`config.mk`:
```
export PLATFORM = sky130hd
export DESIGN_NAME = wb_cmd_master
export DESIGN_NICKNAME = d
export VERILOG_FILES = /design/src/rtl/wb_cmd_master.sv
export SDC_FILE = /design/constraint.sdc
export NUM_CORES = 1
export LEC_CHECK = 0
export ABC_AREA = 1
export BUFFER_PORTS_ARGS = -buffer_cell sky130_fd_sc_hd__buf_2
export CORE_ASPECT_RATIO = 2
export CORE_UTILIZATION = 36
export DETAILED_ROUTE_END_ITERATION = 10
export PLACE_DENSITY = 0.68
export SYNTH_ARGS = -nofsm -noshare
export SYNTH_HDL_FRONTEND = slang
export SYNTH_SLANG_ARGS = --single-unit
```
`constraint.sdc`:
```
create_clock -name clk -period 4.27 [get_ports clk]
set_input_delay 0 -clock clk [delete_from_list [all_inputs] [get_ports clk]]
set_output_delay 0 -clock clk [all_outputs]
set_load 0.05 [all_outputs]
```
`src/rtl/wb_cmd_master.sv`:
```
// Single-outstanding Wishbone classic initiator driven by a valid/ready
// command port, returning data, bus error or timeout on a response port.
module wb_cmd_master #(
  parameter int unsigned TIMEOUT_CYCLES = 255
) (
  input  logic        clk,
  input  logic        rst,
  input  logic        cmd_valid,
  output logic        cmd_ready,
  input  logic        cmd_we,
  input  logic [31:0] cmd_adr,
  input  logic [31:0] cmd_dat,
  input  logic [3:0]  cmd_sel,
  output logic        rsp_valid,
  input  logic        rsp_ready,
  output logic [31:0] rsp_dat,
  output logic        rsp_err,
  output logic        rsp_timeout,
  output logic [31:0] wb_adr_o,
  output logic [31:0] wb_dat_o,
  output logic        wb_we_o,
  output logic [3:0]  wb_sel_o,
  output logic        wb_cyc_o,
  output logic        wb_stb_o,
  input  logic [31:0] wb_dat_i,
  input  logic        wb_ack_i,
  input  logic        wb_err_i
);

  typedef enum logic [1:0] {IDLE, BUS, RESP} state_t;

  state_t      state;
  logic [15:0] cnt;
  logic [15:0] limit;

  assign limit     = 16'(TIMEOUT_CYCLES - 1);
  assign cmd_ready = (state == IDLE);

  always_ff @(posedge clk or posedge rst) begin
    if (rst) begin
      state       <= IDLE;
      cnt         <= '0;
      wb_adr_o    <= '0;
      wb_dat_o    <= '0;
      wb_we_o     <= 1'b0;
      wb_sel_o    <= '0;
      wb_cyc_o    <= 1'b0;
      wb_stb_o    <= 1'b0;
      rsp_valid   <= 1'b0;
      rsp_dat     <= '0;
      rsp_err     <= 1'b0;
      rsp_timeout <= 1'b0;
    end else begin
      unique case (state)
        IDLE: begin
          if (cmd_valid) begin
            wb_adr_o <= cmd_adr;
            wb_dat_o <= cmd_dat;
            wb_sel_o <= cmd_sel;
            wb_we_o  <= cmd_we;
            wb_cyc_o <= 1'b1;
            wb_stb_o <= 1'b1;
            cnt      <= '0;
            state    <= BUS;
          end
        end
        BUS: begin
          // err beats ack, and either beats the timeout limit
          if (wb_err_i || wb_ack_i || cnt == limit) begin
            wb_cyc_o    <= 1'b0;
            wb_stb_o    <= 1'b0;
            wb_we_o     <= 1'b0;
            rsp_valid   <= 1'b1;
            rsp_err     <= wb_err_i;
            rsp_timeout <= !wb_err_i && !wb_ack_i;
            rsp_dat     <= (!wb_err_i && wb_ack_i && !wb_we_o)
                           ? wb_dat_i : 32'h0;
            state       <= RESP;
          end else begin
            cnt <= cnt + 16'd1;
          end
        end
        RESP: begin
          if (rsp_ready) begin
            rsp_valid <= 1'b0;
            state     <= IDLE;
          end
        end
        default: state <= IDLE;
      endcase
    end
  end

endmodule

```
# After elaboration in Yosys (flattened, before gate mapping)
# Index checks and enable logic that the tools add are counted.
[classes] n_addsub=1 shift=0 bitwise=0 mux=16 multipliers=0 reduce_logical=17 eq_ne=7 n_div=0 order_cmp=0
[ops] cell="$mux W16" n=2
[ops] cell="$mux W32" n=1
[ops] cell="$pmux W16 S2" n=1
[ops] cell="$add A16 B1 Y16 const B" n=1
[ops] cell="$eq A16 B8 Y1 const B" n=1
[ops] cell="$reduce_and A3 Y1" n=4
[ops] cell="$ne A2 B2 Y1 const B" n=4
[ops] cell="$mux W2" n=3
[ops] cell="$pmux W1 S2" n=3
[ops] cell="$pmux W2 S3" n=1
[ops] cell="$mux W1" n=5
[ops] cell="$reduce_and A2 Y1" n=2
[ops] cell="$reduce_bool A2 Y1" n=2
[ops] cell="$logic_and A1 B1 Y1" n=3
[ops] cell="$logic_not A1 Y1" n=3
[ops] cell="$eq A2 B1 Y1 const B" n=1
[ops] cell="$eq A2 B2 Y1 const B" n=1
[ops] cell="$logic_not A2 Y1" n=1
[ops] cell="$logic_or A1 B1 Y1" n=2
[word_totals] latch_bits=0 regBits=123 mem_bits_ro=0 in_bits=107 n_memories=0 ramBits=0 wordCells=52 out_inout_bits=107

# Longest topological paths before layout
[depth] word_depth=4 depth_mapped=10 ltp_nobuf=9

# Worst setup path after synthesis
# Ideal clock, no wire load.
[synth_timing] path_kind="register to register" startpoint="reg state[1]" endpoint="reg wb_dat_o[0]" period_less_slack_ns=1.692 setup_time_ns=0.066 stages_incl_launch_ff=8 slack_ns=2.578 required_time_ns=4.204 n_path_buf=2 arrival_time_ns=1.626 cell_sequence="dfrtp_1 nor2_2 nand2_2 inv_2 buf_4 buf_2 nand2_1 nand2_1"
[synth_between] elab_chain_cells=2
[synth_rtl] item="start: declaration" line_no="32" source="state_t state;"
[synth_rtl] item="start signal: assignment" line_no="41" source="state <= IDLE;"
[synth_rtl] item="start signal: assignment" line_no="64" source="state <= BUS;"
[synth_rtl] item="start signal: assignment" line_no="78" source="state <= RESP;"
[synth_rtl] item="$logic_not A2 Y1"
[synth_rtl] item="via cmd_ready" line_no="9" source="output logic cmd_ready,"
[synth_rtl] item="$reduce_and A2 Y1 (no line)"
[synth_rtl] item="end signal: assignment" line_no="58" source="wb_dat_o <= cmd_dat;"
[synth_rtl] item="end: declaration" line_no="20" source="output logic [31:0] wb_dat_o,"
# The timed path passes the listed nets, and every way through them passes these cells.
# A chain may end at the register's enable or synchronous reset.

# Final worst setup path
[layout_timing] startpoint="reg state[1]" endpoint="reg wb_dat_o[8]"
[layout_between] elab_chain_cells=2
[layout_rtl] item="$logic_not A2 Y1" line_no="54" source="unique case (state)"
[layout_rtl] item="$reduce_and A2 Y1 (no line)"
# Every way passes these cells.

==> out/qor.json <==
{
  "critical_path.startpoint_type": {"value": "flip-flop"},
  "track_usage": {"value": 21.1, "unit": "%"},
  "clock_path_buffers": {"value": 2},
  "vias_in_the_first_global_route": {"value": 5339},
  "drt-wirelength-per-cell": {"value": 13.8, "unit": "microns"},
  "synth_sequential_area_ratio": {"value": 56.4, "unit": "%"},
  "maximum_number_of_pins_on_one_net_before_global_route_repair": {"value": 72},
  "boundaryPins": {"value": 214},
  "tritoncts": {"value": "yes"},
  "path_max_fanout": {"value": 69},
  "clkSinkCount": {"value": 123},
  "design.die.area": {"value": 15700, "unit": "sq um"},
  "half_perimeter_wire_length_of_the_detailed_placement_result": {"value": 10.1, "unit": "mm"},
  "syn_area": {"value": 5460, "unit": "sq um"},
  "mostFrequentLayoutCell": {"value": "sky130_fd_sc_hd__nand2_1"},
  "skew": {"value": 0.00946, "unit": "ns"},
  "setup_total_negative_slack": {"value": 0, "unit": "ns"},
  "post_route_cells_drive_above_1_share": {"value": 32.0, "unit": "%"},
  "drcViolationCount": {"value": 0},
  "fin_worst_hold_slack": {"value": 0.256, "unit": "ns"},
  "post_cts_resized": {"value": 0},
  "grt-ovfl-total": {"value": 0},
  "worst_hold_path_type": {"value": "in2async"},
  "num_antenna_cells": {"value": 0},
  "cts.reportedPaths.clkPinSlew": {"value": 0.06, "unit": "ns"},
  "area.sequential": {"value": 3080, "unit": "sq um"},
  "synth-warning-count": {"value": 0},
  "max-slew-margin-rel": {"value": 24.1, "unit": "%"},
  "routed-via-count": {"value": 5298},
  "run_status": {"value": "completed"},
  "drt-initial-drc-count": {"value": 287},
  "routabilityCongestion": {"value": 0.850},
  "vdd.ir_drop.worst": {"value": 536, "unit": "uV"},
  "p_per_area": {"value": 794, "unit": "nW/um^2"},
  "rsz0062_at_grt": {"value": "false"},
  "critical_path_arrival": {"value": 2.78, "unit": "ns"},
  "mappedNetlistNets": {"value": 753},
  "grt_first_pass_wirelength": {"value": 25.0, "unit": "mm"},
  "cts_root_buffer_type": {"value": "sky130_fd_sc_hd__clkbuf_16"},
  "areaGrowthSynthToFinish": {"value": 51.7, "unit": "%"},
  "worstPathRequired": {"value": 4.62, "unit": "ns"},
  "end_kind": {"value": "flip-flop"},
  "drv_cap": {"value": 0},
  "initial_antenna_violation_count": {"value": 0},
  "worstMarginPinSlew": {"value": 1.14, "unit": "ns"},
  "regToRegSetupSlack": {"value": 1.83, "unit": "ns"},
  "first_pass_iters": {"value": 4},
  "finalSetupViolations": {"value": 0},
  "via_per_inst": {"value": 4.56},
  "multi_input_comb_area": {"value": 2110, "unit": "sq um"},
  "initial_standard_cell_utilization_of_the_core": {"value": 36.8, "unit": "%"},
  "final_min_period_over_clock_period": {"value": 57.1, "unit": "%"},
  "worstSkewPairLatency": {"value": 0.42, "unit": "ns"},
  "placement_rows": {"value": 63},
  "fmax": {"value": 410, "unit": "MHz"},
  "finalWirelength": {"value": 16.1, "unit": "mm"},
  "count_of_final_hold_check_violations": {"value": 0},
  "n_fill_cell": {"value": 1324},
  "count_of_cell_types_in_the_netlist": {"value": 24},
  "timing.final.max_slew_violations": {"value": 0},
  "route.antenna.remaining_nets": {"value": 0},
  "die_height": {"value": 176, "unit": "microns"},
  "clock_period_minus_worst_slack": {"value": 2.44, "unit": "ns"},
  "die_w": {"value": 89.1, "unit": "microns"},
  "coreArea": {"value": 14800, "unit": "sq um"},
  "leakagePower": {"value": 4.41, "unit": "nW"},
  "tritoncts.num_buffers": {"value": 17},
  "yosys_register_bits": {"value": 123},
  "h-tree-depth": {"value": 4},
  "syn-instance-count": {"value": 644},
  "syn_avg_cell_area": {"value": 8.48, "unit": "sq um"},
  "worst-setup-path-type": {"value": "reg2reg"},
  "finish.net_count": {"value": 1064},
  "io_buffers": {"value": 213},
  "mostFrequentLayoutCells": {"value": "340 x sky130_fd_sc_hd__nand2_1, 213 x sky130_fd_sc_hd__buf_2, 123 x sky130_fd_sc_hd__dfrtp_1"}
}
## critical path: stages (launching register included)
cell and delay (ns):
sky130_fd_sc_hd__dfrtp_1 0.44, sky130_fd_sc_hd__nor2_2 0.14, sky130_fd_sc_hd__nand2_2 0.45, sky130_fd_sc_hd__inv_2 1.04, sky130_fd_sc_hd__nand2_1 0.15, sky130_fd_sc_hd__nand2_1 0.13
## per-stage QoR
step           area (sq um)  cells  worst slack [ns]  total power [mW]  utilization, %
6_report               8280   1163              1.83              6.57            55.9
5_1_grt                8280   1163              1.64              6.89            55.9
4_1_cts                8280   1163              1.84              6.59            55.9
3_5_place_dp           6610   1026              1.86              4.98            44.6
3_3_place_gp           6610   1026              1.89              4.95            44.6
2_1_floorplan          5460    644             0.999              4.29               -
## final timing paths
path	startpoint	endpoint	depth (start not counted)
worst max-delay path	state[1]$_DFFE_PP0P_	wb_dat_o[8]$_DFFE_PP0P_	5
worst min-delay path	rst	wb_adr_o[19]$_DFFE_PP0P_	3
worst max register to register	state[1]$_DFFE_PP0P_	wb_dat_o[8]$_DFFE_PP0P_	5
worst min register to register	rsp_timeout$_DFFE_PP0P_	rsp_timeout$_DFFE_PP0P_	2
max in group asynchronous	rst	wb_adr_o[10]$_DFFE_PP0P_	4
min in group clk	cmd_dat[9]	wb_dat_o[9]$_DFFE_PP0P_	4
## layer usage
layer  share of wire (%)  track usage [%]  vias to the layer above
li1                    -                -                     2609
met1                  36             21.5                     2444
met2                  55             38.0                      189
met3                 3.9             3.83                       56
met4                 5.2             13.4                        0
met5                   0                0                        -
## area by class of cell
cell class | count | share of cell area [%]
Sequential cell | 123 | 37.2
Timing Repair Buffer | 322 | 25.9
Multi-Input combinational cell | 470 | 25.5
Clock buffer | 19 | 5.47
Tap cell | 195 | 2.95
Clock inverter | 13 | 2.02
Inverter | 21 | 0.982
## state kept, by name, indices dropped and copies added (netlist names)
signal       cells
wb_we_o          1
wb_dat_o        32
rsp_dat         32
cnt             16
wb_stb_o         1
rsp_timeout      1
state            2
wb_sel_o         4
rsp_err          1
wb_adr_o        32
rsp_valid        1
## what timing repair did
item,CTS,global route
hold endpoints to repair,154,0
buffers inserted,0,0
hold buffers,105,0
## synthesized netlist by cell type
library cell / count / area [sq um]
sky130_fd_sc_hd__nor2_4: 1 / 11.3
sky130_fd_sc_hd__nand3_1: 29 / 145
sky130_fd_sc_hd__o21ai_2: 33 / 289
sky130_fd_sc_hd__dfrtp_1: 123 / 3080
sky130_fd_sc_hd__buf_4: 2 / 15.0
sky130_fd_sc_hd__ha_1: 2 / 25.0
sky130_fd_sc_hd__nor2_1: 31 / 116
sky130_fd_sc_hd__nand3_2: 1 / 10.0
sky130_fd_sc_hd__o21ai_0: 2 / 10.0
sky130_fd_sc_hd__clkbuf_1: 11 / 41.3
sky130_fd_sc_hd__buf_6: 9 / 101
sky130_fd_sc_hd__o21bai_1: 1 / 7.51
sky130_fd_sc_hd__nand4_1: 4 / 25.0
sky130_fd_sc_hd__buf_2: 6 / 30.0
sky130_fd_sc_hd__nor2_2: 3 / 18.8
sky130_fd_sc_hd__xnor2_1: 3 / 26.3
sky130_fd_sc_hd__buf_1: 2 / 7.51
sky130_fd_sc_hd__nor3b_1: 1 / 7.51
sky130_fd_sc_hd__nand3_4: 1 / 17.5
sky130_fd_sc_hd__inv_2: 2 / 7.51
sky130_fd_sc_hd__nand2_4: 2 / 22.5
sky130_fd_sc_hd__nand2_1: 340 / 1280
sky130_fd_sc_hd__nand2_2: 16 / 100
sky130_fd_sc_hd__inv_1: 19 / 71.3
## report_power, final
part / internal (mW) / switching, mW
clock: 0.951 / 0.551
sequential: 1.62 / 0.268
combinational: 0.687 / 2.49
## cell families after synthesis
kind of cell,after synthesis,synth area share [%]
simple gates,429,32.1
fa+ha+maj,2,0.458
flops,123,56.4
buf+inv,51,5.02
compound gates,36,5.61
xor+xnor,3,0.481
(Power assumes the default switching activity.)
